### config.mk
export PLATFORM = sky130hd
export DESIGN_NAME = store_buffer
export DESIGN_NICKNAME = d
export VERILOG_FILES = /design/src/rtl/store_buf_pkg.sv /design/src/rtl/store_buf_fifo.sv /design/src/rtl/store_buffer.sv
export SDC_FILE = /design/constraint.sdc
export NUM_CORES = 1
export LEC_CHECK = 0
export CAP_MARGIN = 20
export CORE_MARGIN = 1
export CORE_UTILIZATION = 42
export CTS_CLUSTER_SIZE = 12
export DETAILED_ROUTE_END_ITERATION = 6
export PLACE_DENSITY = 0.71
export SLEW_MARGIN = 15
export SYNTH_ARGS = -nofsm -noshare
export SYNTH_HDL_FRONTEND = slang
export SYNTH_HIERARCHICAL = 1
export SYNTH_SLANG_ARGS = --single-unit
### constraint.sdc
create_clock -name clk -period 4 [get_ports clk]
set_input_delay 0.4 -clock clk [delete_from_list [all_inputs] [get_ports clk]]
set_output_delay 0.4 -clock clk [all_outputs]
set_load 0.1 [all_outputs]
### src/rtl/store_buf_pkg.sv
// Shared types and sizing for the posted-write store buffer.
package store_buf_pkg;

    localparam int SB_AW    = 32;
    localparam int SB_DW    = 32;
    localparam int SB_DEPTH = 4;
    localparam int SB_PTR_W = $clog2(SB_DEPTH);

    typedef enum logic [1:0] {
        SB_IDLE,
        SB_WR,
        SB_RD
    } sb_state_t;

    typedef struct packed {
        logic [SB_AW-3:0] waddr;
        logic [SB_DW-1:0] data;
    } sb_entry_t;

endpackage

### src/rtl/store_buf_fifo.sv
// Circular store queue with head/tail pointers and occupancy count.
// The youngest-match lookup port exists only when STORE_BUF_FWD_EN is defined.
module store_buf_fifo
    import store_buf_pkg::*;
#(
    parameter int DEPTH = SB_DEPTH,
    parameter int PTR_W = SB_PTR_W
) (
    input  logic             clk,
    input  logic             reset,
    input  logic             push,
    input  logic             pop,
    input  logic [SB_AW-3:0] push_waddr,
    input  logic [SB_DW-1:0] push_data,
    output logic [SB_AW-3:0] peek_waddr,
    output logic [SB_DW-1:0] peek_data,
    output logic [PTR_W:0]   count,
    output logic             full,
    output logic             empty
`ifdef STORE_BUF_FWD_EN
    ,
    input  logic [SB_AW-3:0] match_waddr,
    output logic             match_hit,
    output logic [SB_DW-1:0] match_data
`endif
);

    localparam logic [PTR_W:0] CNT_ONE = (PTR_W+1)'(1);

    sb_entry_t         entries [DEPTH];
    logic [PTR_W-1:0]  head;
    logic [PTR_W-1:0]  tail;
    logic [PTR_W-1:0]  peek_idx;

    // NOTE: sequential state uses non-blocking assignments so every flop samples pre-edge values.
    always_ff @(posedge clk or posedge reset) begin
        if (reset) begin
            head  <= '0;
            tail  <= '0;
            count <= '0;
        end else begin
            if (push) tail <= tail + PTR_W'(1);
            if (pop)  head <= head + PTR_W'(1);
            case ({push, pop})
                2'b10:   count <= count + CNT_ONE;
                2'b01:   count <= count - CNT_ONE;
                default: count <= count;
            endcase
        end
    end

    // NOTE: the storage array has no reset; count alone defines which slots are valid.
    always_ff @(posedge clk) begin
        if (push) entries[tail] <= '{waddr: push_waddr, data: push_data};
    end

    assign full  = (count == (PTR_W+1)'(DEPTH));
    assign empty = (count == '0);

    // When the head retires this edge, the next transaction comes from the following slot.
    assign peek_idx   = pop ? head + PTR_W'(1) : head;
    assign peek_waddr = entries[peek_idx].waddr;
    assign peek_data  = entries[peek_idx].data;

`ifdef STORE_BUF_FWD_EN
    logic [PTR_W-1:0] idx;

    // Scan oldest to youngest so the youngest matching entry overrides earlier ones.
    // NOTE: every always_comb output gets a default first so no latch is inferred.
    always_comb begin
        match_hit  = 1'b0;
        match_data = '0;
        idx        = head;
        for (int i = 0; i < DEPTH; i++) begin
            idx = head + PTR_W'(i);
            if (((PTR_W+1)'(i) < count) && (entries[idx].waddr == match_waddr)) begin
                match_hit  = 1'b1;
                match_data = entries[idx].data;
            end
        end
    end
`endif

endmodule

### src/rtl/store_buffer.sv
// Posted-write store buffer between the core data port and a req/ready data memory.
// Define STORE_BUF_FWD_EN to let loads forward from queued stores and bypass them on a miss.
module store_buffer
    import store_buf_pkg::*;
#(
    parameter int DEPTH = SB_DEPTH,
    parameter int AW    = SB_AW,
    parameter int DW    = SB_DW
) (
    input  logic          clk,
    input  logic          reset,
    input  logic          cpu_we,
    input  logic          cpu_re,
    input  logic [AW-1:0] cpu_addr,
    input  logic [DW-1:0] cpu_wdata,
    output logic [DW-1:0] cpu_rdata,
    output logic          cpu_stall,
    output logic          mem_req,
    output logic          mem_we,
    output logic [AW-1:0] mem_addr,
    output logic [DW-1:0] mem_wdata,
    input  logic          mem_ready,
    input  logic [DW-1:0] mem_rdata
);

    localparam int PTR_W = $clog2(DEPTH);

    sb_state_t       state, state_nxt;
    logic            mem_req_nxt, mem_we_nxt;
    logic [AW-1:0]   mem_addr_nxt;
    logic [DW-1:0]   mem_wdata_nxt;

    logic [AW-3:0]   peek_waddr;
    logic [DW-1:0]   peek_data;
    logic [PTR_W:0]  count;
    logic            full, empty;

    logic            pop, push, rd_done, load_req, load_done, load_elig;
    logic            has_more, select;
    logic            unused_addr_lsbs;

    assign unused_addr_lsbs = ^cpu_addr[1:0];

    // A store and a load together is illegal; the store takes precedence.
    assign load_req = cpu_re & ~cpu_we;
    assign pop      = (state == SB_WR) & mem_ready;
    assign rd_done  = (state == SB_RD) & mem_ready;
    assign push     = cpu_we & (~full | pop);
    assign has_more = pop ? (count > (PTR_W+1)'(1)) : ~empty;
    assign select   = (state == SB_IDLE) | pop | rd_done;

`ifdef STORE_BUF_FWD_EN
    logic          match_hit;
    logic [DW-1:0] match_data;
    logic          fwd_hit;

    assign fwd_hit   = load_req & match_hit;
    assign load_done = fwd_hit | rd_done;
    assign load_elig = load_req & ~load_done;
    assign cpu_rdata = fwd_hit ? match_data : mem_rdata;
`else
    // Without forwarding a load waits for every older store to reach memory.
    assign load_done = rd_done;
    assign load_elig = load_req & ~rd_done & ~has_more;
    assign cpu_rdata = mem_rdata;
`endif

    assign cpu_stall = ~reset & ((cpu_we & full & ~pop) | (load_req & ~load_done));

    store_buf_fifo #(
        .DEPTH (DEPTH),
        .PTR_W (PTR_W)
    ) u_fifo (
        .clk        (clk),
        .reset      (reset),
        .push       (push),
        .pop        (pop),
        .push_waddr (cpu_addr[AW-1:2]),
        .push_data  (cpu_wdata),
        .peek_waddr (peek_waddr),
        .peek_data  (peek_data),
        .count      (count),
        .full       (full),
        .empty      (empty)
`ifdef STORE_BUF_FWD_EN
        ,
        .match_waddr (cpu_addr[AW-1:2]),
        .match_hit   (match_hit),
        .match_data  (match_data)
`endif
    );

    // Next transaction is chosen only when the bus is free or finishing this edge.
    always_comb begin
        state_nxt     = state;
        mem_req_nxt   = mem_req;
        mem_we_nxt    = mem_we;
        mem_addr_nxt  = mem_addr;
        mem_wdata_nxt = mem_wdata;
        if (select) begin
            if (load_elig) begin
                state_nxt    = SB_RD;
                mem_req_nxt  = 1'b1;
                mem_we_nxt   = 1'b0;
                mem_addr_nxt = {cpu_addr[AW-1:2], 2'b00};
            end else if (has_more) begin
                state_nxt     = SB_WR;
                mem_req_nxt   = 1'b1;
                mem_we_nxt    = 1'b1;
                mem_addr_nxt  = {peek_waddr, 2'b00};
                mem_wdata_nxt = peek_data;
            end else begin
                state_nxt   = SB_IDLE;
                mem_req_nxt = 1'b0;
                mem_we_nxt  = 1'b0;
            end
        end
    end

    always_ff @(posedge clk or posedge reset) begin
        if (reset) begin
            state     <= SB_IDLE;
            mem_req   <= 1'b0;
            mem_we    <= 1'b0;
            mem_addr  <= '0;
            mem_wdata <= '0;
        end else begin
            state     <= state_nxt;
            mem_req   <= mem_req_nxt;
            mem_we    <= mem_we_nxt;
            mem_addr  <= mem_addr_nxt;
            mem_wdata <= mem_wdata_nxt;
        end
    end

    no_we_and_re: assert property (@(posedge clk) disable iff (reset) !(cpu_we && cpu_re));

endmodule

**Word level (Yosys, flattened, before mapping)**

Memory sizes are Yosys's and may differ from the RTL's.
Cells that the tools add are included.

- Flip-flop bits (word level): 75
- Bits in writable memories: 248
- Logic and storage cells: 58
- Memories: 1

- $add $sub $neg: 4
- Order comparisons: 1
- Equal/unequal tests: 5
- Mux-type cells: 12
- Bitwise gates (word level): 21
- Reductions and logical operators: 6

Memory list:

| name | depth | width | read ports | clocked after Yosys merged registers in | wr ports | line | RTL |
|---|---|---|---|---|---|---|---|
| u_fifo.entries | 4 | 62 | 1 | 0 | 1 | store_buf_fifo.sv:30 | `sb_entry_t entries [DEPTH];` |

Operators by type and width:

| cell | count |
|---|---|
| two-way mux 32 bit | 2 |
| AND 1 bit | 9 |
| inverter 1 bit | 8 |
| two-way mux 1 bit | 7 |
| one-hot mux 3 bit (2 select lines) | 1 |
| adder 2 x 1 -> 2 bit, second input constant | 2 |
| equality test 2 x 1 -> 1 bit, second input constant | 2 |
| equality test 2 bit, second input constant | 2 |
| two-way mux 2 bit | 2 |
| OR 1 bit | 4 |
| nonzero test 2 bit | 2 |
| adder 3 x 1 -> 3 bit, second input constant | 1 |
| equality test 3 bit, second input constant | 1 |
| greater-than comparator 3 x 1 -> 1 bit, second input constant | 1 |
| zero test 3 bit | 1 |
| AND reduction 3 bit | 1 |
| subtractor 3 x 1 -> 3 bit, second input constant | 1 |
| zero test 2 bit | 1 |
| AND reduction 2 bit | 1 |

**Longest topological paths before layout**

- Depth after elaboration: 7
- Mapped depth: 10
- Depth with buffers taken out: 10

**Hierarchy**

Netlist, hierarchy kept.

Modules (own cells, without submodules):

| module | instances | cells an instance | area each (um^2) |
|---|---|---|---|
| store_buf_fifo | 1 | 361 | 9,385.3 |
| store_buffer | 1 | 313 | 3,412.0 |

**Least setup slack after synthesis**

OpenSTA, ideal clock, no wires.

- Path type: reg-to-output
- Start: register state[0]
- End: output port cpu_stall
- Data arrival time: 3.585 ns
- Path slack: 0.015 ns
- Cell stages (with the launch flop): 6
- Path buffers: 1
- Cells stage by stage: dfrtp_1 > buf_4 > and3b_1 > nor2b_1 > nor2_1 > nor3_1

- Cells in the longest elaborated chain, start to end: 6

Ends and longest elaborated chain:

| what | line | RTL |
|---|---|---|
| start, declared | store_buffer.sv:28 | `sb_state_t state, state_nxt;` |
| start signal, assigned | store_buffer.sv:128 | `state <= state_nxt;` |
| equality test 2 x 1 -> 1 bit / equality test 2 bit (equally long branches) | store_buffer.sv:46, store_buffer.sv:47 |  |
| AND 1 bit, on equally long branches | store_buffer.sv:46, store_buffer.sv:47 |  |
| inverter 1 bit | store_buffer.sv:68 | `assign cpu_stall = ~reset & ((cpu_we & full & ~pop) \| (load_req & ~load_done));` |
| AND 1 bit | store_buffer.sv:68 |  |
| OR 1 bit (*) | store_buffer.sv:68 |  |
| AND 1 bit (*) | store_buffer.sv:68 |  |
| end, declared | store_buffer.sv:17 | `output logic cpu_stall,` |

Mark *: on every way between the ends. The rest lies on a longest branch, timed or not.

==> results summary <==
The run finished with clean final reports. The post-synthesis share of cell area spent on full adders, half adders and majority gates came out at 0.007235. No sink is reached through more buffers than the 3 on the longest clock path. The clock edge transition at the registers on the reported setup and hold paths came out at 0.06 ns.

The number of antenna violations at the first check in global routing was 1. The signal on the critical path passes through clkdlybuf4s50_1. TritonCTS created 34 clock buffers.

The clock sink count is 320. The placed wire-length estimate after detailed placement is 15.35 mm. The number of enable flip-flop cells after synthesis is 248. The area of the core region is 29800 um^2. The path class of the tightest hold or removal check is input port to asynchronous set/reset pin. Of the post-synthesis cell area, the dominant cell type holds 0.5819. Across every metal layer, demand over resource in global routing totals 0.1800.

The max-slew violation count is 0. The post-route clock skew came out at 0.008474 ns. The total routed wirelength is 27.20 mm.

The fraction of layout cells with a size suffix above 1 came out at 0.2007. The hold violation count in the final report is 0. The via count of the first global-routing pass came out at 7065. The portion of synthesized area spent on multiplexers is 0.1406. After synthesis the netlist holds a flip-flop and latch count of 320.

The final weighted congestion in routability-driven placement is 0.6970. At the end of the flow, the number of nets in the layout was 889. After synthesis, the share of flip-flops with an asynchronous set or reset is 0.2250. The top-level port count is 200.

The number of setup violations in the final report came out at 0. The post-synthesis simple-gate area fraction is 0.02249. Headroom to the max-slew limit came out at 0.2449. The worst flop-to-flop path endpoint is mem_wdata[21]. Data on the critical path is required at its endpoint by 3.60 ns.

The first global-routing pass estimated between 40 and 50 mm of wire. The smallest clock period supported by the final layout is computed as 2.841 ns. 0 antenna diodes ended up in the layout.

The number of warnings printed during yosys synthesis is 6. The root buffer cell chosen for the clock tree is clkbuf_16. After detailed routing, the number of vias per cell comes to 5.545. The share of the cycle needed by the critical path after routing is 0.7103.

Global routing finished with a remaining overflow of 0. The quantity of gates resized following cts came out at 0. The leading area contributor after synthesis is edfxtp_1.

The H-tree was split into 2 levels. The number of buffers added to fix hold violations after cts is 0. The worst register-to-register path begins at state[0].

The latest clock arrival within the worst-skew pair is 0.50 ns. The main combinational cell family by area after synthesis is multiplexers. The library cells used most frequently in the layout, excluding fill and tap cells, are edfxtp_1 (248), clkdlybuf4s50_1 (130), dfrtp_1 (72). By area the synthesized netlist is led by edfxtp_1 (58%), dfrtp_1 (14%), mux4_2 (10%), mux2_2 (2.2%), buf_4 (2.1%). Setup repair after global routing left no endpoint under its margin. Averaged over all synthesized cells, the footprint is 18.99 um^2.

The cell with the largest stage delay on the worst path is clkdlybuf4s50_1. The share of the yosys chip area belonging to registers is 0.7227. The remaining number of nets flagged by the antenna check after routing is 0.

Measured in cells, the most critical reg-to-reg path has a length of 7. The floorplan step set the die width to 176.6 um. Among cell families on the critical path, the largest total delay comes from buffers and inverters.

The count of buffers inserted at the top-level ports came out at between 100 and 150. The measured slew at the worst slew-check pin is 1.129 ns. The iteration-0 DRC count of the detailed router is ~450. The pin count of the biggest net entering global routing came out at 40. For this run, the slowest stage of the critical path takes around 1.3 ns.

The y dimension of the die is approximately 180 um. The synthesis-to-layout area growth is 20.54%. The gate count of the mapped netlist is 674. The arrival time at the worst endpoint is 2.44 ns. The initialized floorplan defines 63 standard-cell rows. The post-synthesis compound-gate area fraction is 0.05407.

The category of the worst setup path launch point is a flop. The category of the most critical setup path is flop to output pin. The synthesized netlist contains 43 unique library cells. The highest clock rate came out at 0.3519 GHz. Across the run, the number of max-cap violations was 0.

Hold timing on the final database bottoms out at a slack of around 0.35 ns. The die covers 31170 um^2. The starting utilization of the core area came out at 0.4295. The cell area after technology mapping is 12800 um^2. The reg2reg setup slack came out at about 1.2 ns. The critical path buffer and inverter count is 1. TritonCTS built the clock tree. Leaving out fill and tap cells, the most frequent cell in the layout is edfxtp_1. After detailed routing, the average wire length per cell comes to 22.72 um. In the synthesized netlist the dominant register cell turns out to be edfxtp_1. The xor and xnor fraction of the mapped netlist area is 0.006160. The first-pass iteration count of the detailed router is 5.

The accumulated negative setup slack is 0 ns. The worst setup path is captured at an output pin. The maximum fanout encountered on the critical timing path is 11. For this run, design rule violations remaining after detail routing come to 0.

The number of buffers inserted by post-CTS setup repair is 0. The final route contains 6637 vias.
-- per-stage QoR --
step	worst slack [ns]	utilization	cell area, um^2	cells
4_1_cts	1.143	0.5168	15400	1196
3_3_place_gp	1.062	0.4802	14310	1135
6_report	1.159	0.5177	15430	1197
3_5_place_dp	1.017	0.4802	14310	1135
5_1_grt	1.047	0.5177	15430	1197
2_1_floorplan	0.01529	-	12800	675
-- worst max path at each step --
stage | startpoint | to | slack [ns] | cells after the start
after floorplan | state[0] | cpu_stall | 0.02 | 5
after global placement | mem_ready | mem_wdata[21] | 1.06 | 8
after detailed placement | mem_ready | mem_wdata[21] | 1.02 | 8
after CTS | state[0] | mem_we | 1.14 | 1
after global routing | state[0] | mem_addr[23] | 1.05 | 7
final | state[0] | mem_we | 1.16 | 1
-- area by class of cell --
class	count	area, um^2
tap	390	488.0
clock inverter	4	70.07
multi-input combinational	265	3013
clock buffer	57	1021
fill	2376	14370
timing repair buffer	149	1539
sequential	320	9249
inverter	12	46.29
-- cells in the mapped netlist, types with 7 or more instances --
master	instances
edfxtp_1	248
dfrtp_1	72
mux4_2	59
buf_4	36
o21ai_0	33
a2111oi_0	30
a31oi_1	30
nand3_1	30
mux2_2	25
buf_2	18
buf_6	12
inv_1	12
mux2_1	8
clkbuf_2	7
-- registers in the layout, indices dropped and copies added (netlist names) --
name,cells
u_fifo/tail,2
mem_addr,30
u_fifo/count,3
u_fifo/entries,248
state,2
mem_req,1
mem_wdata,32
u_fifo/head,2
-- metal layers --
layer | global-route usage | wire length (um)
met5 | 0 | 11
met4 | 0.05819 | 666
met3 | 0.05233 | 2338
met2 | 0.2879 | 13070
met1 | 0.2366 | 11120
-- kinds of logic (layout without fill, tap and decap cells) --
family	count (synthesis)	in the layout
muxes	97	97
buffers and inverters	90	222
xor gates and xnor gates	6	6
AOI/OAI and AO/OA	101	101
DFF	320	320
and+or+nand+nor	52	52
adders and majority gates	7	7
other	1	2
Power is not shown: default switching activity piles up to over one toggle a cycle in this logic, so the estimate is an artifact.
